===== src/rtl/rvc_lsu_align_if.sv =====
// Load/store alignment bus: execute-side request/response plus the
// word-aligned data-memory port. The alignment unit uses the slave view;
// the surrounding execute stage and memory use the master view.
interface rvc_lsu_align_if;
  // request from execute
  logic        req_valid;
  logic        req_ready;
  logic        req_store;
  logic [2:0]  req_funct3;
  logic [31:0] req_addr;
  logic [31:0] req_wr_data;
  // response to execute
  logic        rsp_valid;
  logic        rsp_err;
  logic [31:0] rsp_rd_data;
  // word-aligned data memory access
  logic        mem_valid;
  logic        mem_wr_en;
  logic [31:0] mem_addr;
  logic [3:0]  mem_byte_en;
  logic [31:0] mem_wr_data;
  logic [31:0] mem_rd_data;

  modport slave (
    input  req_valid, req_store, req_funct3, req_addr, req_wr_data, mem_rd_data,
    output req_ready, rsp_valid, rsp_err, rsp_rd_data,
           mem_valid, mem_wr_en, mem_addr, mem_byte_en, mem_wr_data
  );

  modport master (
    output req_valid, req_store, req_funct3, req_addr, req_wr_data, mem_rd_data,
    input  req_ready, rsp_valid, rsp_err, rsp_rd_data,
           mem_valid, mem_wr_en, mem_addr, mem_byte_en, mem_wr_data
  );
endinterface


===== src/rtl/rvc_lsu_align.sv =====
// Load/store alignment unit. Turns byte-addressed LB/LH/LW/LBU/LHU/SB/SH/SW
// requests into word-aligned accesses to a synchronous-read SRAM, splitting
// word-crossing accesses in two, merging and extending load data, and
// returning exactly one response per accepted request.
module rvc_lsu_align #(
  parameter bit ALLOW_MISALIGN = 1'b1
) (
  input  logic               clk,
  input  logic               rst_n,
  rvc_lsu_align_if.slave     bus
);

  typedef enum logic [1:0] {
    S_IDLE  = 2'd0,
    S_SPLIT = 2'd1,
    S_RESP  = 2'd2
  } state_t;

  state_t state, state_nxt;

  // request decode
  logic [1:0]  req_off;
  logic [2:0]  req_size;
  logic        req_illegal;
  logic        req_cross;
  logic        req_reject;
  logic [7:0]  req_mask;
  logic [5:0]  rot_shift;
  logic [31:0] req_wdata_rot;
  logic [31:0] req_word_addr;
  logic        accept;

  // second-half access captured at accept of a split request
  logic [31:0] hold_addr;
  logic [3:0]  hold_be;
  logic [31:0] hold_wdata;
  logic        hold_store;

  // response context captured at accept
  logic        rsp_err_q;
  logic        rsp_store_q;
  logic [2:0]  rsp_funct3_q;
  logic [1:0]  rsp_off_q;
  logic        rsp_split_q;
  logic [31:0] rd_lo;

  // combinational memory-side and response values
  logic        ready_c;
  logic        mem_valid_c;
  logic        mem_wr_en_c;
  logic [31:0] mem_addr_c;
  logic [3:0]  mem_be_c;
  logic [31:0] mem_wdata_c;
  logic [31:0] load_lo;
  logic [31:0] load_word;
  logic [31:0] load_ext;
  logic        rsp_valid_c;

  // Decode size, lane mask, word crossing and lane-rotated store data.
  always_comb begin
    // NOTE: every always_comb output gets a default first so no path leaves it unassigned and infers a latch.
    req_off     = bus.req_addr[1:0];
    req_illegal = 1'b0;
    req_size    = 3'd1;
    req_mask    = 8'h00;
    case (bus.req_funct3)
      3'b000, 3'b100: req_size = 3'd1;
      3'b001, 3'b101: req_size = 3'd2;
      3'b010:         req_size = 3'd4;
      default:        req_illegal = 1'b1;
    endcase
    case (req_size)
      3'd1:    req_mask = 8'h01 << req_off;
      3'd2:    req_mask = 8'h03 << req_off;
      default: req_mask = 8'h0F << req_off;
    endcase
    req_cross  = ({1'b0, req_off} + req_size) > 3'd4;
    req_reject = req_illegal || (req_cross && !ALLOW_MISALIGN);
    // Rotate left by 8*off: the low word of {d,d} >> (32 - 8*off).
    rot_shift     = 6'd32 - {1'b0, req_off, 3'b000};
    req_wdata_rot = 32'({bus.req_wr_data, bus.req_wr_data} >> rot_shift);
    req_word_addr = {bus.req_addr[31:2], 2'b00};
  end

  // Next state and memory issue: live from the request in IDLE/RESP, from hold regs in SPLIT.
  always_comb begin
    state_nxt   = state;
    ready_c     = 1'b0;
    mem_valid_c = 1'b0;
    mem_wr_en_c = 1'b0;
    mem_addr_c  = 32'h0;
    mem_be_c    = 4'h0;
    mem_wdata_c = 32'h0;
    case (state)
      S_SPLIT: begin
        mem_valid_c = 1'b1;
        mem_wr_en_c = hold_store;
        mem_addr_c  = hold_addr;
        mem_be_c    = hold_be;
        mem_wdata_c = hold_wdata;
        state_nxt   = S_RESP;
      end
      default: begin
        ready_c   = 1'b1;
        state_nxt = S_IDLE;
        if (bus.req_valid) begin
          state_nxt = S_RESP;
          if (!req_reject) begin
            mem_valid_c = 1'b1;
            mem_wr_en_c = bus.req_store;
            mem_addr_c  = req_word_addr;
            mem_be_c    = req_mask[3:0];
            mem_wdata_c = req_wdata_rot;
            if (req_cross) state_nxt = S_SPLIT;
          end
        end
      end
    endcase
  end

  assign accept = bus.req_valid && ready_c;

  // State register.
  always_ff @(posedge clk or negedge rst_n) begin
    // NOTE: sequential state uses non-blocking assignments so every flop samples pre-edge values.
    if (!rst_n) state <= S_IDLE;
    else        state <= state_nxt;
  end

  // Capture the second-half access and the response context on accept; latch word0 during SPLIT.
  always_ff @(posedge clk or negedge rst_n) begin
    // NOTE: hold registers are plain flops, so they are reset too; a pending split never survives reset.
    if (!rst_n) begin
      hold_addr    <= 32'h0;
      hold_be      <= 4'h0;
      hold_wdata   <= 32'h0;
      hold_store   <= 1'b0;
      rsp_err_q    <= 1'b0;
      rsp_store_q  <= 1'b0;
      rsp_funct3_q <= 3'b000;
      rsp_off_q    <= 2'b00;
      rsp_split_q  <= 1'b0;
      rd_lo        <= 32'h0;
    end else begin
      if (accept) begin
        hold_addr    <= req_word_addr + 32'd4;
        hold_be      <= req_mask[7:4];
        hold_wdata   <= req_wdata_rot;
        hold_store   <= bus.req_store;
        rsp_err_q    <= req_reject;
        rsp_store_q  <= bus.req_store;
        rsp_funct3_q <= bus.req_funct3;
        rsp_off_q    <= req_off;
        rsp_split_q  <= req_cross && !req_reject;
      end
      if (state == S_SPLIT) rd_lo <= bus.mem_rd_data;
    end
  end

  // Merge {word1, word0}, shift the first byte down to lane 0, then sign/zero extend.
  always_comb begin
    rsp_valid_c = (state == S_RESP);
    load_lo     = rsp_split_q ? rd_lo : bus.mem_rd_data;
    load_word   = 32'({bus.mem_rd_data, load_lo} >> {rsp_off_q, 3'b000});
    case (rsp_funct3_q[1:0])
      2'b00:   load_ext = rsp_funct3_q[2] ? {24'h0, load_word[7:0]}
                                          : {{24{load_word[7]}}, load_word[7:0]};
      2'b01:   load_ext = rsp_funct3_q[2] ? {16'h0, load_word[15:0]}
                                          : {{16{load_word[15]}}, load_word[15:0]};
      default: load_ext = load_word;
    endcase
  end

  assign bus.req_ready   = ready_c;
  assign bus.mem_valid   = mem_valid_c;
  assign bus.mem_wr_en   = mem_wr_en_c;
  assign bus.mem_addr    = mem_addr_c;
  assign bus.mem_byte_en = mem_be_c;
  assign bus.mem_wr_data = mem_wdata_c;
  assign bus.rsp_valid   = rsp_valid_c;
  assign bus.rsp_err     = rsp_valid_c && rsp_err_q;
  assign bus.rsp_rd_data = (rsp_valid_c && !rsp_err_q && !rsp_store_q) ? load_ext : 32'h0;

endmodule


===== src/flat_wrapper.sv =====
// flat-port wrapper written by rule: the top's interface ports become plain ports
module rvc_lsu_align_flat 
#(
  parameter bit ALLOW_MISALIGN = 1'b1
)
  (clk, rst_n, bus_req_valid, bus_req_store, bus_req_funct3, bus_req_addr, bus_req_wr_data, bus_mem_rd_data, bus_req_ready, bus_rsp_valid, bus_rsp_err, bus_rsp_rd_data, bus_mem_valid, bus_mem_wr_en, bus_mem_addr, bus_mem_byte_en, bus_mem_wr_data);
  rvc_lsu_align_if bus_i ();
  input  logic clk;
  input  logic rst_n;
  input wire logic [$bits(bus_i.req_valid)-1:0] bus_req_valid;
  input wire logic [$bits(bus_i.req_store)-1:0] bus_req_store;
  input wire logic [$bits(bus_i.req_funct3)-1:0] bus_req_funct3;
  input wire logic [$bits(bus_i.req_addr)-1:0] bus_req_addr;
  input wire logic [$bits(bus_i.req_wr_data)-1:0] bus_req_wr_data;
  input wire logic [$bits(bus_i.mem_rd_data)-1:0] bus_mem_rd_data;
  output wire logic [$bits(bus_i.req_ready)-1:0] bus_req_ready;
  output wire logic [$bits(bus_i.rsp_valid)-1:0] bus_rsp_valid;
  output wire logic [$bits(bus_i.rsp_err)-1:0] bus_rsp_err;
  output wire logic [$bits(bus_i.rsp_rd_data)-1:0] bus_rsp_rd_data;
  output wire logic [$bits(bus_i.mem_valid)-1:0] bus_mem_valid;
  output wire logic [$bits(bus_i.mem_wr_en)-1:0] bus_mem_wr_en;
  output wire logic [$bits(bus_i.mem_addr)-1:0] bus_mem_addr;
  output wire logic [$bits(bus_i.mem_byte_en)-1:0] bus_mem_byte_en;
  output wire logic [$bits(bus_i.mem_wr_data)-1:0] bus_mem_wr_data;
  assign bus_i.req_valid = bus_req_valid;
  assign bus_i.req_store = bus_req_store;
  assign bus_i.req_funct3 = bus_req_funct3;
  assign bus_i.req_addr = bus_req_addr;
  assign bus_i.req_wr_data = bus_req_wr_data;
  assign bus_i.mem_rd_data = bus_mem_rd_data;
  assign bus_req_ready = bus_i.req_ready;
  assign bus_rsp_valid = bus_i.rsp_valid;
  assign bus_rsp_err = bus_i.rsp_err;
  assign bus_rsp_rd_data = bus_i.rsp_rd_data;
  assign bus_mem_valid = bus_i.mem_valid;
  assign bus_mem_wr_en = bus_i.mem_wr_en;
  assign bus_mem_addr = bus_i.mem_addr;
  assign bus_mem_byte_en = bus_i.mem_byte_en;
  assign bus_mem_wr_data = bus_i.mem_wr_data;
  rvc_lsu_align #(.ALLOW_MISALIGN(ALLOW_MISALIGN)) u_core (.clk(clk), .rst_n(rst_n), .bus(bus_i));
endmodule

===== config.mk =====
export PLATFORM = sky130hd
export DESIGN_NAME = rvc_lsu_align_flat
export DESIGN_NICKNAME = d
export VERILOG_FILES = /design/src/rtl/rvc_lsu_align_if.sv /design/src/rtl/rvc_lsu_align.sv /design/src/flat_wrapper.sv
export SDC_FILE = /design/constraint.sdc
export NUM_CORES = 1
export LEC_CHECK = 0
export ABC_AREA = 0
export CAP_MARGIN = 15
export CORE_ASPECT_RATIO = 0.6
export CORE_MARGIN = 10
export CORE_UTILIZATION = 60
export CTS_BUF_LIST = sky130_fd_sc_hd__clkbuf_4 sky130_fd_sc_hd__clkbuf_8
export DETAILED_ROUTE_END_ITERATION = 12
export DONT_BUFFER_PORTS = 1
export PLACE_DENSITY = 0.79
export SYNTH_ARGS = -nofsm -noshare
export SYNTH_HDL_FRONTEND = slang
export SYNTH_SLANG_ARGS = --single-unit

===== constraint.sdc =====
create_clock -name clk -period 2.56 [get_ports clk]
set_clock_uncertainty 0.2 [all_clocks]
set_input_delay 0.384 -clock clk [delete_from_list [all_inputs] [get_ports clk]]
set_output_delay 0.384 -clock clk [all_outputs]
set_load 0.02 [all_outputs]

== Word-level counts from Yosys, hierarchy flattened ==
Cells that the tools add are included.

* Add/sub/neg operators: 3
* $lt $le $gt $ge: 1
* Eq/ne operators: 9
* Shifts and indexed selects: 5
* Multiplexer cells: 28
* Reduce and logical (&&, ||, !) cells: 11

{| class="wikitable"
|+ Operator list
! operator !! number
|-
| $mux 32 || 10
|-
| $pmux 32 s2 || 1
|-
| $shr 64x5->32 || 1
|-
| $shr 64x6->32 || 1
|-
| $add 32x3->32 const B || 1
|-
| $pmux 8 s2 || 1
|-
| $mux 4 || 3
|-
| $mux 1 || 8
|-
| $mux 2 || 4
|-
| $shl 1x2->8 const A || 1
|-
| $shl 2x2->8 const A || 1
|-
| $shl 4x2->8 const A || 1
|-
| $eq 3x1->1 const B || 2
|-
| $eq 3x2->1 const B || 2
|-
| $eq 3x3->1 const B || 2
|-
| $pmux 3 s2 || 1
|-
| $sub 6x5->6 const A || 1
|-
| $logic_and 1x1->1 || 5
|-
| $reduce_or 5->1 || 1
|-
| $eq 2x1->1 const B || 2
|-
| $add 2x3->3 || 1
|-
| $gt 3x3->1 const B || 1
|-
| $logic_not 3->1 || 1
|-
| $eq 2x2->1 const B || 1
|-
| other kinds (3) || 4
|}

* Register bits after elaboration: 110
* Bits of input ports: 103
* Output and inout bits: 105

== Logic depth before layout (Yosys ltp) ==
* Depth after elaboration: 9
* Mapped depth: 9
* Gate-level depth less buffers: 9

== Worst setup path after synthesis ==
OpenSTA, ideal clock, no wires.

* Kind: input to output
* From: input port bus_req_addr[0]
* To: output port bus_mem_wr_data[30]
* Arrival: 2210 ps
* Required time: 1976 ps
* Slack: -234 ps
* Stages: 8
* Buffers on the path: 3
* Path through: clkinv_1 ha_1 clkbuf_1 nand2b_1 clkbuf_1 clkbuf_1 o22a_1 o21ai_0

* Word-level cells in the longest chain between the ends: 5

{| class="wikitable"
|+ RTL lines
! what !! RTL line !! RTL
|-
| from (decl) || flat_wrapper.sv:13 || <nowiki>input wire logic [$bits(bus_i.req_addr)-1:0] bus_req_addr;</nowiki>
|-
| $sub 6x5->6 || rvc_lsu_align.sv:80 || <nowiki>rot_shift = 6'd32 - {1'b0, req_off, 3'b000};</nowiki>
|-
| $shr 64x6->32 || rvc_lsu_align.sv:81 || <nowiki>req_wdata_rot = 32'({bus.req_wr_data, bus.req_wr_data} >> rot_shift);</nowiki>
|-
| $mux 32 || rvc_lsu_align.sv:108 || <nowiki>if (!req_reject) begin</nowiki>
|-
| $mux 32 || rvc_lsu_align.sv:106 || <nowiki>if (bus.req_valid) begin</nowiki>
|-
| $mux 32 || rvc_lsu_align.sv:94 || <nowiki>case (state)</nowiki>
|-
| to (decl) || flat_wrapper.sv:24 || <nowiki>output wire logic [$bits(bus_i.mem_wr_data)-1:0] bus_mem_wr_data;</nowiki>
|}

No other way between the ends.

== Worst setup path in the final report ==
* From: register u_core.state[0]
* To: output port bus_rsp_rd_data[30]

* Word-level cells in the longest chain between the ends: 4

{| class="wikitable"
|+ RTL lines
! what !! RTL line !! RTL
|-
| from (decl) || rvc_lsu_align.sv:19 || <nowiki>state_t state, state_nxt;</nowiki>
|-
| from (signal assigned) || rvc_lsu_align.sv:127 || <nowiki>else state <= state_nxt;</nowiki>
|-
| $eq 2x2->1 || rvc_lsu_align.sv:162 || <nowiki>rsp_valid_c = (state == S_RESP);</nowiki>
|-
| $logic_and 1x1->1 (2 in a row) || rvc_lsu_align.sv:182 || <nowiki>assign bus.rsp_rd_data = (rsp_valid_c && !rsp_err_q && !rsp_store_q) ? load_ext : 32'h0;</nowiki>
|-
| $mux 32 || rvc_lsu_align.sv:182 ||
|-
| to (decl) || flat_wrapper.sv:19 || <nowiki>output wire logic [$bits(bus_i.rsp_rd_data)-1:0] bus_rsp_rd_data;</nowiki>
|}

No other way between the ends.

==> impl_metrics.py <==
metrics = {
    "worst_setup_path": {
        "cp_max_fo": 12,
        "arrival_ps": 2620,
        "critical_path.max_stage_delay_ps": 560,
        "startpoint_type": "register",
        "crit_chain": "or4b_4, or4_4, or4_4, buf_12, nand3_1, buf_6",
        "rrSetupSlack_ps": 290,
        "r2r-end": "u_core.hold_wdata[13]",
        "cp_common_cell": "or4_4",
        "r2r-start": "u_core.state[0]",
        "ff2ff_path_depth": 6,
        "cpLargestDelayFamily": "simple AND/OR/NAND/NOR gates",
        "critical_path_class": "register to primary output",
        "critPathBufInv": 2,
        "cp-end-kind": "primary output",
        "cpMaxStageDelayCell": "or4b_4",
        "cp.required_ps": 1980,
    },
    "synthesis": {
        "synth-edff-count": 0,
        "yosys.area.top_type": "dfrtp_1",
        "ys_seq_area_frac": 0.344,
        "yosysMostFrequentCell": "nand2_1",
        "synth_flop_cell": "dfrtp_1",
        "synth_cells": 861,
        "synthTopCellsByCount": "nand2_1 (237), dfrtp_1 (107), a22o_1 (56)",
        "ys_async_sr_fraction": 1.00,
        "synth_top_area_share": 0.344,
        "yosysWarnings": 0,
        "synth-seq-cells": 107,
        "synth_cell_types": 48,
        "syn_area_per_cell_sq_um": 9.05,
        "synthTopCellsByArea": "dfrtp_1 (34%), mux4_2 (12%), nand2_1 (11%)",
        "syn-cell-area_sq_um": 7790,
    },
    "hold_path": {
        "min_path_type": "primary input to async pin",
    },
    "clock_network": {
        "clockRootBuffer": "clkbuf_8",
        "cts_buffer_depth": 2,
        "clk_pin_slew_ps": 110,
        "cts_sinks": 107,
        "h-tree-depth": 3,
        "clock_latency_ps": 360,
        "cts_buffers": 9,
        "cts_tree": "built",
    },
    "placement": {
        "gp_congestion": 0.895,
        "place_hpwl_mm": 17.3,
        "dpl-instance-area_sq_um": 8370,
        "port_buffers": 0,
    },
    "drt": {
        "ant_nets": 0,
        "avgViaCountPerCell": 6.82,
        "num_vias": 7616,
        "drc": 0,
        "drt_wl_total_mm": 28.2,
        "first_pass_iters": 5,
        "drt-initial-drc-count": 978,
        "routedWlPerCell_um": 25.3,
    },
    "cells_and_area": {
        "antenna_cells": 0,
        "multiInputGateArea_sq_um": 5190,
        "design_area_sq_um": 9870,
        "fin_util": 0.773,
        "fillers": 800,
        "syn_to_final_growth_pct": 26.6,
        "seqCellArea_sq_um": 2680,
        "nNetsFinal": 1049,
        "drive_gt1_frac": 0.257,
    },
    "timing": {
        "period_minus_slack_ps": 3200,
        "hold_violations": 107,
        "drv_slew": 0,
        "tightest_slew_ps": 735,
        "setup_violations": 30,
        "rsz0062_at_grt": "yes",
        "fin_crit_sh": 1.25,
        "hold_ws_ps": -505,
        "slew_headroom": 0.505,
        "max_freq_mhz": 312,
        "finalWorstSetupSlack_ps": -642,
    },
    "pwr": {
        "max-vdd-ir-drop_mv": 0.397,
        "total_power_w": 0.00597,
        "power_density_nw_per_um2": 605,
        "p_leak_nw": 4.31,
    },
    "global_route": {
        "grt_pass1_wl_mm": 43.1,
        "grt_overflow": 0,
        "antenna_found_initial": 1,
        "grt_usage": 0.290,
        "grt_max_degree": 108,
        "grt_pass1_vias": 7569,
    },
    "status": {
        "failed_checks": "hold timing, setup timing",
        "status": "finished, violations left",
    },
    "die": {
        "die_y_um": 108,
        "dieArea_sq_um": 18100,
        "fp.coreArea_sq_um": 12800,
        "initial_core_util": 0.610,
        "num_rows": 32,
        "io_pins": 208,
        "die_w_um": 167,
    },
    "job": {
        "cap_viol_max_count": 0,
    },
}
## flip-flops by register name, indices dropped and copies added (netlist names), 2 cells and up
signal,count
u_core.hold_addr,30
u_core.rsp_off_q,2
u_core.rsp_funct3_q,3
u_core.hold_wdata,32
u_core.hold_be,3
u_core.state,2
u_core.rd_lo,32
## how the worst max path moves through the flow
stage / to / cells after the start / from
2_1_floorplan: bus_rsp_rd_data[20] / 7 / u_core.state[0]
3_3_place_gp: bus_rsp_rd_data[20] / 6 / u_core.state[0]
3_5_place_dp: bus_rsp_rd_data[26] / 6 / u_core.state[0]
4_1_cts: bus_rsp_rd_data[26] / 6 / u_core.state[0]
5_1_grt: bus_rsp_rd_data[30] / 6 / u_core.state[0]
6_report: bus_rsp_rd_data[30] / 6 / u_core.state[0]
## through the flow
| stage | hold slack, ps | setup TNS [ps] | std cells | setup slack (ps) |
|---|---|---|---|---|
| finish | -505 | -12440 | 1116 | -642 |
| global route | -547 | -14010 | 1116 | -707 |
| CTS | -525 | -11650 | 1104 | -630 |
| detailed placement | -107 | -3500 | 1019 | -274 |
| global placement | -109 | -2830 | 1019 | -230 |
| floorplan | -112 | -4090 | 862 | -232 |
## what timing repair did
item                                    CTS  global route
pin swaps                                 6             5
cloned                                    4             3
endpoints found under the hold margin   167           109
resized for setup                        34            74
buffers inserted                          6            10
endpoints found under the setup margin   67            93
hold buffers                             59             2
## layer usage
metal,track usage,vias to the layer above,part of all wire
li1,-,3317,-
met1,0.379,3718,0.38
met2,0.460,507,0.48
met3,0.0953,74,0.12
met4,0.0712,0,0.022
met5,0,-,0
## kinds of logic after synthesis
logic type                 synth area share
AOI/OAI and AO/OA                     0.164
xor gates and xnor gates             0.0124
other                              0.000481
muxes                                 0.214
DFF                                   0.344
adders and majority gates           0.00899
and+or+nand+nor                       0.211
buffers and inverters                0.0454
## layout make-up
type / instances / share of cell area
inverter: 8 / 0.00330
clock buffer: 10 / 0.0133
sequential: 107 / 0.272
multi-input combinational: 671 / 0.526
timing repair buffer: 144 / 0.155
clock inverter: 6 / 0.00976
tap: 170 / 0.0216
## cells in the final DEF, fill, tap and decap left out, types with 10 or more instances in the layout
cell	instances
nand2_1	234
dfrtp_1	104
dlygate4sd3_1	61
buf_4	51
mux4_2	40
mux2i_1	39
a22o_1	34
o21ai_0	34
mux2_2	30
nor2_1	24
a31oi_1	19
nand3_1	17
buf_6	16
a22o_2	15
o31ai_1	13
or4_1	13
nand2b_1	11
o211ai_1	11
nand3_4	10
xor2_1	10
## where the power goes
part / total (W) / leakage (nW) / switching [W] / internal, W
sequential: 0.00241 / 1.29 / 0.000320 / 0.00209
combinational: 0.00238 / 2.90 / 0.00128 / 0.00109
clock: 0.00119 / 0.112 / 0.000617 / 0.000575
Note: power is estimated with default switching activity, not from simulation.
